--- src/rtl/jpu_ifetch_queue.sv ---
// jpu_ifetch_queue: sequential instruction prefetch FIFO with redirect flush; define JPU_IFQ_STATS_EN for hit/redirect/drop counters
module jpu_ifetch_queue #(
  parameter int DEPTH = 4,
  parameter int AW    = 30
) (
  input  logic          clk,
  input  logic          rst,
  input  logic          fetch_en_i,
  input  logic [AW-1:0] fetch_addr_i,
  output logic [31:0]   inst_o,
  output logic          inst_valid_o,
  output logic          inst_err_o,
  output logic          stall_o,
  output logic          mem_req_o,
  output logic [AW-1:0] mem_addr_o,
  input  logic          mem_ack_i,
  input  logic [31:0]   mem_data_i,
  input  logic          mem_err_i
`ifdef JPU_IFQ_STATS_EN
  ,
  output logic [31:0]   hit_cnt_o,
  output logic [31:0]   redirect_cnt_o,
  output logic [15:0]   drop_cnt_o
`endif
);
  localparam int PW = $clog2(DEPTH);
  localparam int CW = PW + 1;
  typedef enum logic [1:0] {IDLE, WAIT, DROP} state_t;
  state_t        state;
  logic [AW-1:0] fa [DEPTH];
  logic [31:0]   fd [DEPTH];
  logic          fe [DEPTH];
  logic [PW-1:0] rp, wp;
  logic [CW-1:0] count;
  logic [AW-1:0] pf_addr;
  logic          err_stop;
  logic          hit, pop, redirect, push, issue;
  assign hit      = |count & (fa[rp] == fetch_addr_i);
  assign pop      = fetch_en_i & hit;
  assign redirect = fetch_en_i & ~hit & (|count | (pf_addr != fetch_addr_i));
  assign push     = (state == WAIT) & mem_ack_i & ~redirect;
  // a redirect cycle never issues, so the new stream starts from the updated pf_addr
  assign issue    = (state == IDLE) & ~err_stop & ~redirect & (count < CW'(DEPTH));
  assign stall_o  = fetch_en_i & ~hit;
  always_ff @(posedge clk)
    if (push) begin
      fa[wp] <= mem_addr_o;
      fd[wp] <= mem_data_i;
      fe[wp] <= mem_err_i;
    end
  always_ff @(posedge clk)
    if (rst || redirect) begin
      rp    <= '0;
      wp    <= '0;
      count <= '0;
    end else begin
      rp    <= rp + PW'(pop);
      wp    <= wp + PW'(push);
      count <= count + CW'(push) - CW'(pop);
    end
  always_ff @(posedge clk)
    if (rst) begin
      inst_o       <= '0;
      inst_valid_o <= 1'b0;
      inst_err_o   <= 1'b0;
    end else begin
      inst_valid_o <= pop;
      if (pop) begin
        inst_o     <= fd[rp];
        inst_err_o <= fe[rp];
      end
    end
  always_ff @(posedge clk)
    if (rst) begin
      state      <= IDLE;
      mem_req_o  <= 1'b0;
      mem_addr_o <= '0;
      pf_addr    <= '0;
      err_stop   <= 1'b0;
    end else begin
      if (redirect) begin
        pf_addr  <= fetch_addr_i;
        err_stop <= 1'b0;
      end else if (push) begin
        pf_addr  <= pf_addr + AW'(1);
      end
      case (state)
        IDLE:
          if (issue) begin
            mem_req_o  <= 1'b1;
            mem_addr_o <= pf_addr;
            state      <= WAIT;
          end
        WAIT:
          if (mem_ack_i) begin
            mem_req_o <= 1'b0;
            state     <= IDLE;
            if (~redirect & mem_err_i) err_stop <= 1'b1;
          end else if (redirect) begin
            state <= DROP;
          end
        DROP:
          if (mem_ack_i) begin
            mem_req_o <= 1'b0;
            state     <= IDLE;
          end
        default: state <= IDLE;
      endcase
    end
`ifdef JPU_IFQ_STATS_EN
  logic drop;
  assign drop = mem_ack_i & ((state == DROP) | ((state == WAIT) & redirect));
  always_ff @(posedge clk)
    if (rst) begin
      hit_cnt_o      <= '0;
      redirect_cnt_o <= '0;
      drop_cnt_o     <= '0;
    end else begin
      hit_cnt_o      <= hit_cnt_o + 32'(pop & ~&hit_cnt_o);
      redirect_cnt_o <= redirect_cnt_o + 32'(redirect & ~&redirect_cnt_o);
      drop_cnt_o     <= drop_cnt_o + 16'(drop & ~&drop_cnt_o);
    end
`else
`endif
endmodule

--- config.mk ---
export PLATFORM = sky130hd
export DESIGN_NAME = jpu_ifetch_queue
export DESIGN_NICKNAME = d
export VERILOG_FILES = /design/src/rtl/jpu_ifetch_queue.sv
export SDC_FILE = /design/constraint.sdc
export NUM_CORES = 1
export LEC_CHECK = 0
export CORE_MARGIN = 5
export CORE_UTILIZATION = 52
export CTS_CLUSTER_SIZE = 8
export DETAILED_ROUTE_END_ITERATION = 8
export PLACE_DENSITY = 0.8
export SYNTH_ARGS = -nofsm -noshare
export SYNTH_HDL_FRONTEND = slang
export SYNTH_SLANG_ARGS = --single-unit
--- constraint.sdc ---
create_clock -name clk -period 7.8 [get_ports clk]
set_input_delay 1.17 -clock clk [delete_from_list [all_inputs] [get_ports clk]]
set_output_delay 1.17 -clock clk [all_outputs]
set_load 0.01 [all_outputs]
# Word-level counts from Yosys, hierarchy flattened

Memories as Yosys holds them, arrays and structs flattened. A register that Yosys moved wholly into a read port is not among the register bits.
Cells that the tools add are included.

Register bits: 72
Bits in latches: 0
RAM bits: 252
ROM bits: 0
Input port bits: 67
Output and inout port bits: 66
Logic and storage cells: 66
Memories kept: 3

Add/sub/neg operators: 5
$mul: 0
Divide/modulo/power cells: 0
$lt $le $gt $ge: 1
Equal/unequal tests: 8
Shift operators: 0
Muxes and demuxes: 17
Bitwise gates (word level): 14
Reduce and logical (&&, ||, !) cells: 9

Memories:

| name | depth | width | read ports | clocked after memory_dff | write ports | line | RTL |
|---|---|---|---|---|---|---|---|
| fd   | 4     | 32    | 1          | 1                        | 1           | 31   | `logic [31:0] fd [DEPTH];` |
| fa   | 4     | 30    | 1          | 1                        | 1           | 30   | `logic [AW-1:0] fa [DEPTH];` |
| fe   | 4     | 1     | 1          | 1                        | 1           | 32   | `logic fe [DEPTH];` |

Operators by type and width:

| operator                | count |
|---|---|
| $mux W30                | 2 |
| $add A30 B1 Y30 const B | 1 |
| $eq A30 B30 Y1          | 1 |
| $ne A30 B30 Y1          | 1 |
| $and A1 B1 Y1           | 10 |
| $mux W2                 | 5 |
| $mux W1                 | 8 |
| $pmux W2 S3             | 1 |
| $reduce_and A3 Y1       | 2 |
| $add A2 B1 Y2           | 2 |
| $ne A2 B2 Y1 const B    | 2 |
| $reduce_bool A2 Y1      | 2 |
| $add A3 B1 Y3           | 1 |
| $lt A3 B3 Y1 const B    | 1 |
| $ne A3 B3 Y1 const B    | 1 |
| $not A1 Y1              | 3 |
| $reduce_or A3 Y1        | 1 |
| $sub A3 B1 Y3           | 1 |
| $eq A2 B1 Y1 const B    | 1 |
| $eq A2 B2 Y1 const B    | 1 |
| $logic_not A2 Y1        | 1 |
| $ne A2 B1 Y1 const B    | 1 |
| $pmux W1 S2             | 1 |
| $reduce_and A2 Y1       | 1 |
| 3 further kinds         | 3 |

# Longest topological paths before layout

Depth in word-level cells: 10
Depth in mapped cells: 15
Depth with buffers taken out: 12

# Least setup slack after synthesis

Ideal clock, no wire load.

Path kind: input-to-reg
Start: input port fetch_addr_i[1]
End: memory fa[1][0] (enable)
Setup time: 575 ps
Data arrival time: 7253 ps
Required time: 7225 ps
Slack: -27 ps
Stages on the path: 6
Path buffers: 0
Path through: a222oi_1 a31oi_1 or3_4 nor4_4 o21ai_1 nor3b_1

Longest elaborated chain between the ends: 9
Elaborated cells between the ends (all ways): 11
Classes of those cells: eq/ne: 2; mux: 2; bitwise: 7

Ends and longest elaborated chain:

| what                            | line | RTL |
|---|---|---|
| start: declaration              | 9    | `input logic [AW-1:0] fetch_addr_i,` |
| $eq A30 B30 Y1                  | 38   | `assign hit = \|count & (fa[rp] == fetch_addr_i);` |
| $and A1 B1 Y1                   | 38   |  |
| $not A1 Y1                      | 40   | `assign redirect = fetch_en_i & ~hit & (\|count \| (pf_addr != fetch_addr_i));` |
| $and A1 B1 Y1                   | 40   |  |
| $and A1 B1 Y1 *                 | 40   |  |
| $not A1 Y1 *                    | 41   | `assign push = (state == WAIT) & mem_ack_i & ~redirect;` |
| $and A1 B1 Y1 *                 | 41   |  |
| $mux W1 *                       | 46   | `if (push) begin` |
| $mux W1 (not written as such) * | 47   | `fa[wp] <= mem_addr_o;` |
| end: declaration                | 30   |  |

Mark *: on every way between the ends. The rest lies on a longest branch, timed or not.

==> results.yml <==
run_status:
  outcome: "finished clean"
critical_path:
  ff2ff_setup_slack_ns: 2.41
  cpMaxStageDelayCell: "dfxtp_4"
  crit_type: "register to primary output"
  worstPathCellList: "buf_4 > mux4_2 > xnor2_1 > and4_1 > nand4_1 > nor4_4 > nor2_1 > clkdlybuf4s50_1"
  cpLargestDelayFamily: "buffers and inverters"
  crit_fanout: 46
  startpoint_type: "register"
  critPathMaxStageDelay_ns: 0.91
  critPathBufInv: 2
  arrival_ns: 4.50
  endpoint_kind: "primary output"
  required_ns: 6.63
routing:
  postRouteWirelength_um: 36300
  dr_total_vias: 9390
  drt_iter0_drc: 819
  dr.pass1.iters: 6
  postRouteAntennaNets: 0
  viasPerCell: 5.87
  wl_per_cell_um: 22.7
  drt_drc_violations_left: 0
synth:
  ys_warn_count: 0
  syn_avg_cell_area_um2: 14.3
  syn_area_mm2: 0.0149
  synthCells: 1041
  synth_ff_type: "edfxtp_1"
  async_flop_share_pct: 0
  ys_seq_area_share_pct: 64.7
  synth_cell_types: 60
  syn_nets: 1118
  synth_edf_count: 252
  synth_seq_cells: 357
final_layout:
  fill_cells: 2132
  multiInputGateArea_mm2: 0.00485
  diodes: 0
  syn2layout_area_growth_pct: 20.9
  nets: 1254
  drive_gt1_share_pct: 13.4
  register_area_mm2: 0.00968
power_and_ir_drop:
  p_switching_uw: 989
  power_density_mw_per_mm2: 244
  peakVddDrop_v: 0.000184
  pwr-share-clk_pct: 45.1
  intPower_mw: 3.41
  leakagePower_nw: 5.99
  netSwitchingFraction_pct: 22.5
  comb_power_share_pct: 6.7
  seqPwrFrac_pct: 48.2
global_routing:
  grt_pass1_wl_um: 56700
  grt_pass1_vias: 9572
  track_usage_pct: 22.3
  antenna_found_initial: 0
  grt-ovfl-total: 0
  grt_max_degree: 65
cts:
  cts_root_buf: "clkbuf_16"
  hold_buffers: 0
  tritoncts: "built"
  cts.clk_slew.worst_paths_ns: 0.05
  ctsResizeCount: 0
  cts_setup_buffers: 0
  cts_buffers: 50
  clk_latency_ns: 0.55
  cts.sinks: 357
  cts_buffer_depth: 3
  cts_max_level: 2
timing:
  grt_setup_unrepaired: "no"
  fin_hold_ws_ns: 0.475
  finalCriticalPeriod_ns: 5.67
  slew_headroom_pct: 23.1
  slew_violations: 0
  fin_crit_sh_pct: 72.7
  hold_violations: 0
  fmax_mhz: 176
  finalClockSkew_ns: 0.0183
  finalSetupTns_ns: 0
  tightest_slew_ns: 1.15
  setup_violations: 0
placement:
  dp_hpwl_um: 22800
  gp_congestion: 0.879
  io_buffers: 132
flow_run:
  maxCapViolations: 0
hold_path:
  hold_path_class: "register to register"
floorplanning:
  floorplan.initialDensity_pct: 52.3
  core_area_mm2: 0.0285
  die_w_um: 179
  dieArea_mm2: 0.0322
  ios: 133
  fp-row-count: 62
  die_h_um: 179
cell usage after synthesis, drive strengths merged, types with 20 or more instances:
master | count | area [µm²]
nand3 | 48 | 240
inv | 41 | 154
o21ai | 36 | 180
buf | 20 | 148
a211oi | 30 | 325
dfxtp | 105 | 2100
a21oi | 65 | 325
nand2 | 81 | 304
edfxtp | 252 | 7570
xor2 | 39 | 342
mux2i | 47 | 470
clkbuf | 43 | 161
mux4 | 55 | 1240
xnor2 | 46 | 403
cell type report:
type | instances | area share (%)
timing repair buffer | 147 | 7.98
sequential | 357 | 53.6
clock buffer | 89 | 7.74
multi-input combinational | 580 | 26.9
clock inverter | 3 | 0.346
tap | 384 | 2.66
inverter | 41 | 0.852
worst reg2reg max path, stage by stage, from the launching register on:
cell and delay (ns):
dfxtp_4 0.91, buf_4 0.58, mux4_2 0.61, xnor2_1 0.21, and4_1 0.23, nand4_1 0.15
nor4_4 0.57, nor2_4 0.06, buf_4 0.32, and4b_4 0.95, buf_4 0.45
flip-flops by register name, summed over array words and instances (netlist names):
name and count:
inst_err_o 1, mem_req_o 1, fa 120, count 3
rp 2, pf_addr 30, mem_addr_o 30, inst_o 32
err_stop 1, inst_valid_o 1, fe 4, wp 2
fd 128, state 2
metal layers:
metal | vias up | global-route usage [%] | wire (µm)
li1 | 4211 | - | -
met1 | 4770 | 30.2 | 15100
met2 | 350 | 37.0 | 18000
met3 | 59 | 4.53 | 2490
met4 | 0 | 5.88 | 749
met5 | - | 0 | 0
logic make-up (layout without fill, tap and decap cells):
group / Yosys count / after routing / share of synthesized area, %
AOI/OAI and AO/OA: 157 / 157 / 7.01
xor gates and xnor gates: 85 / 85 / 4.98
adders and majority gates: 10 / 10 / 0.888
buffers and inverters: 104 / 280 / 3.10
DFF: 357 / 357 / 64.7
muxes: 105 / 105 / 11.7
and+or+nand+nor: 223 / 223 / 7.61
metrics by stage:
| step | setup slack (ns) | util (%) | instances | cell area (µm²) | power, mW |
|---|---|---|---|---|---|
| floorplan | 0.314 | - | 1041 | 14900 | 2.31 |
| global placement | 2.11 | 58.2 | 1509 | 16600 | 2.44 |
| detailed placement | 2.07 | 58.2 | 1509 | 16600 | 2.45 |
| CTS | 2.03 | 63.3 | 1601 | 18100 | 4.42 |
| global route | 1.76 | 63.3 | 1601 | 18100 | 4.54 |
| finish | 2.13 | 63.3 | 1601 | 18100 | 4.40 |
cell usage in the layout (no fill, tap or decap), types with 3 or more instances in the layout:
cell             instances
edfxtp_1               252
clkdlybuf4s50_1        131
dfxtp_1                103
nand2_1                 81
a21oi_1                 64
mux4_2                  55
clkbuf_16               50
nand3_1                 48
mux2i_1                 47
xnor2_1                 46
inv_1                   40
xor2_1                  39
clkbuf_1                39
o21ai_0                 35
a211oi_2                20
nor3_1                  16
nor2_1                  16
buf_4                   14
nand4_1                 12
nor4_1                  10
a211oi_1                10
ha_1                     9
and3_1                   7
and4_1                   5
and2_1                   5
or3_1                    4
o22ai_1                  4
nor3b_1                  4
mux2_2                   3
a31oi_1                  3
worst paths after layout:
kind | endpoint | start | cells after the start
setup / recovery | stall_o | rp[0]$_SDFF_PP0_ | 8
hold / removal | inst_o[29]$_SDFFE_PP0P_ | inst_o[29]$_SDFFE_PP0P_ | 2
setup reg to reg | fa[3][6]$_DFFE_PP_ | rp[0]$_SDFF_PP0_ | 10
hold reg to reg | inst_o[29]$_SDFFE_PP0P_ | inst_o[29]$_SDFFE_PP0P_ | 2
power by group through the flow:
| stage | registers (mW) | logic [mW] | clock network (mW) |
|---|---|---|---|
| floorplan | 2.15 | 0.164 | 0 |
| global placement | 2.15 | 0.291 | 0 |
| detailed placement | 2.16 | 0.293 | 0 |
| CTS | 2.12 | 0.296 | 2.01 |
| global route | 2.12 | 0.318 | 2.10 |
| finish | 2.12 | 0.296 | 1.98 |
Note: power is estimated with default switching activity, not from simulation.
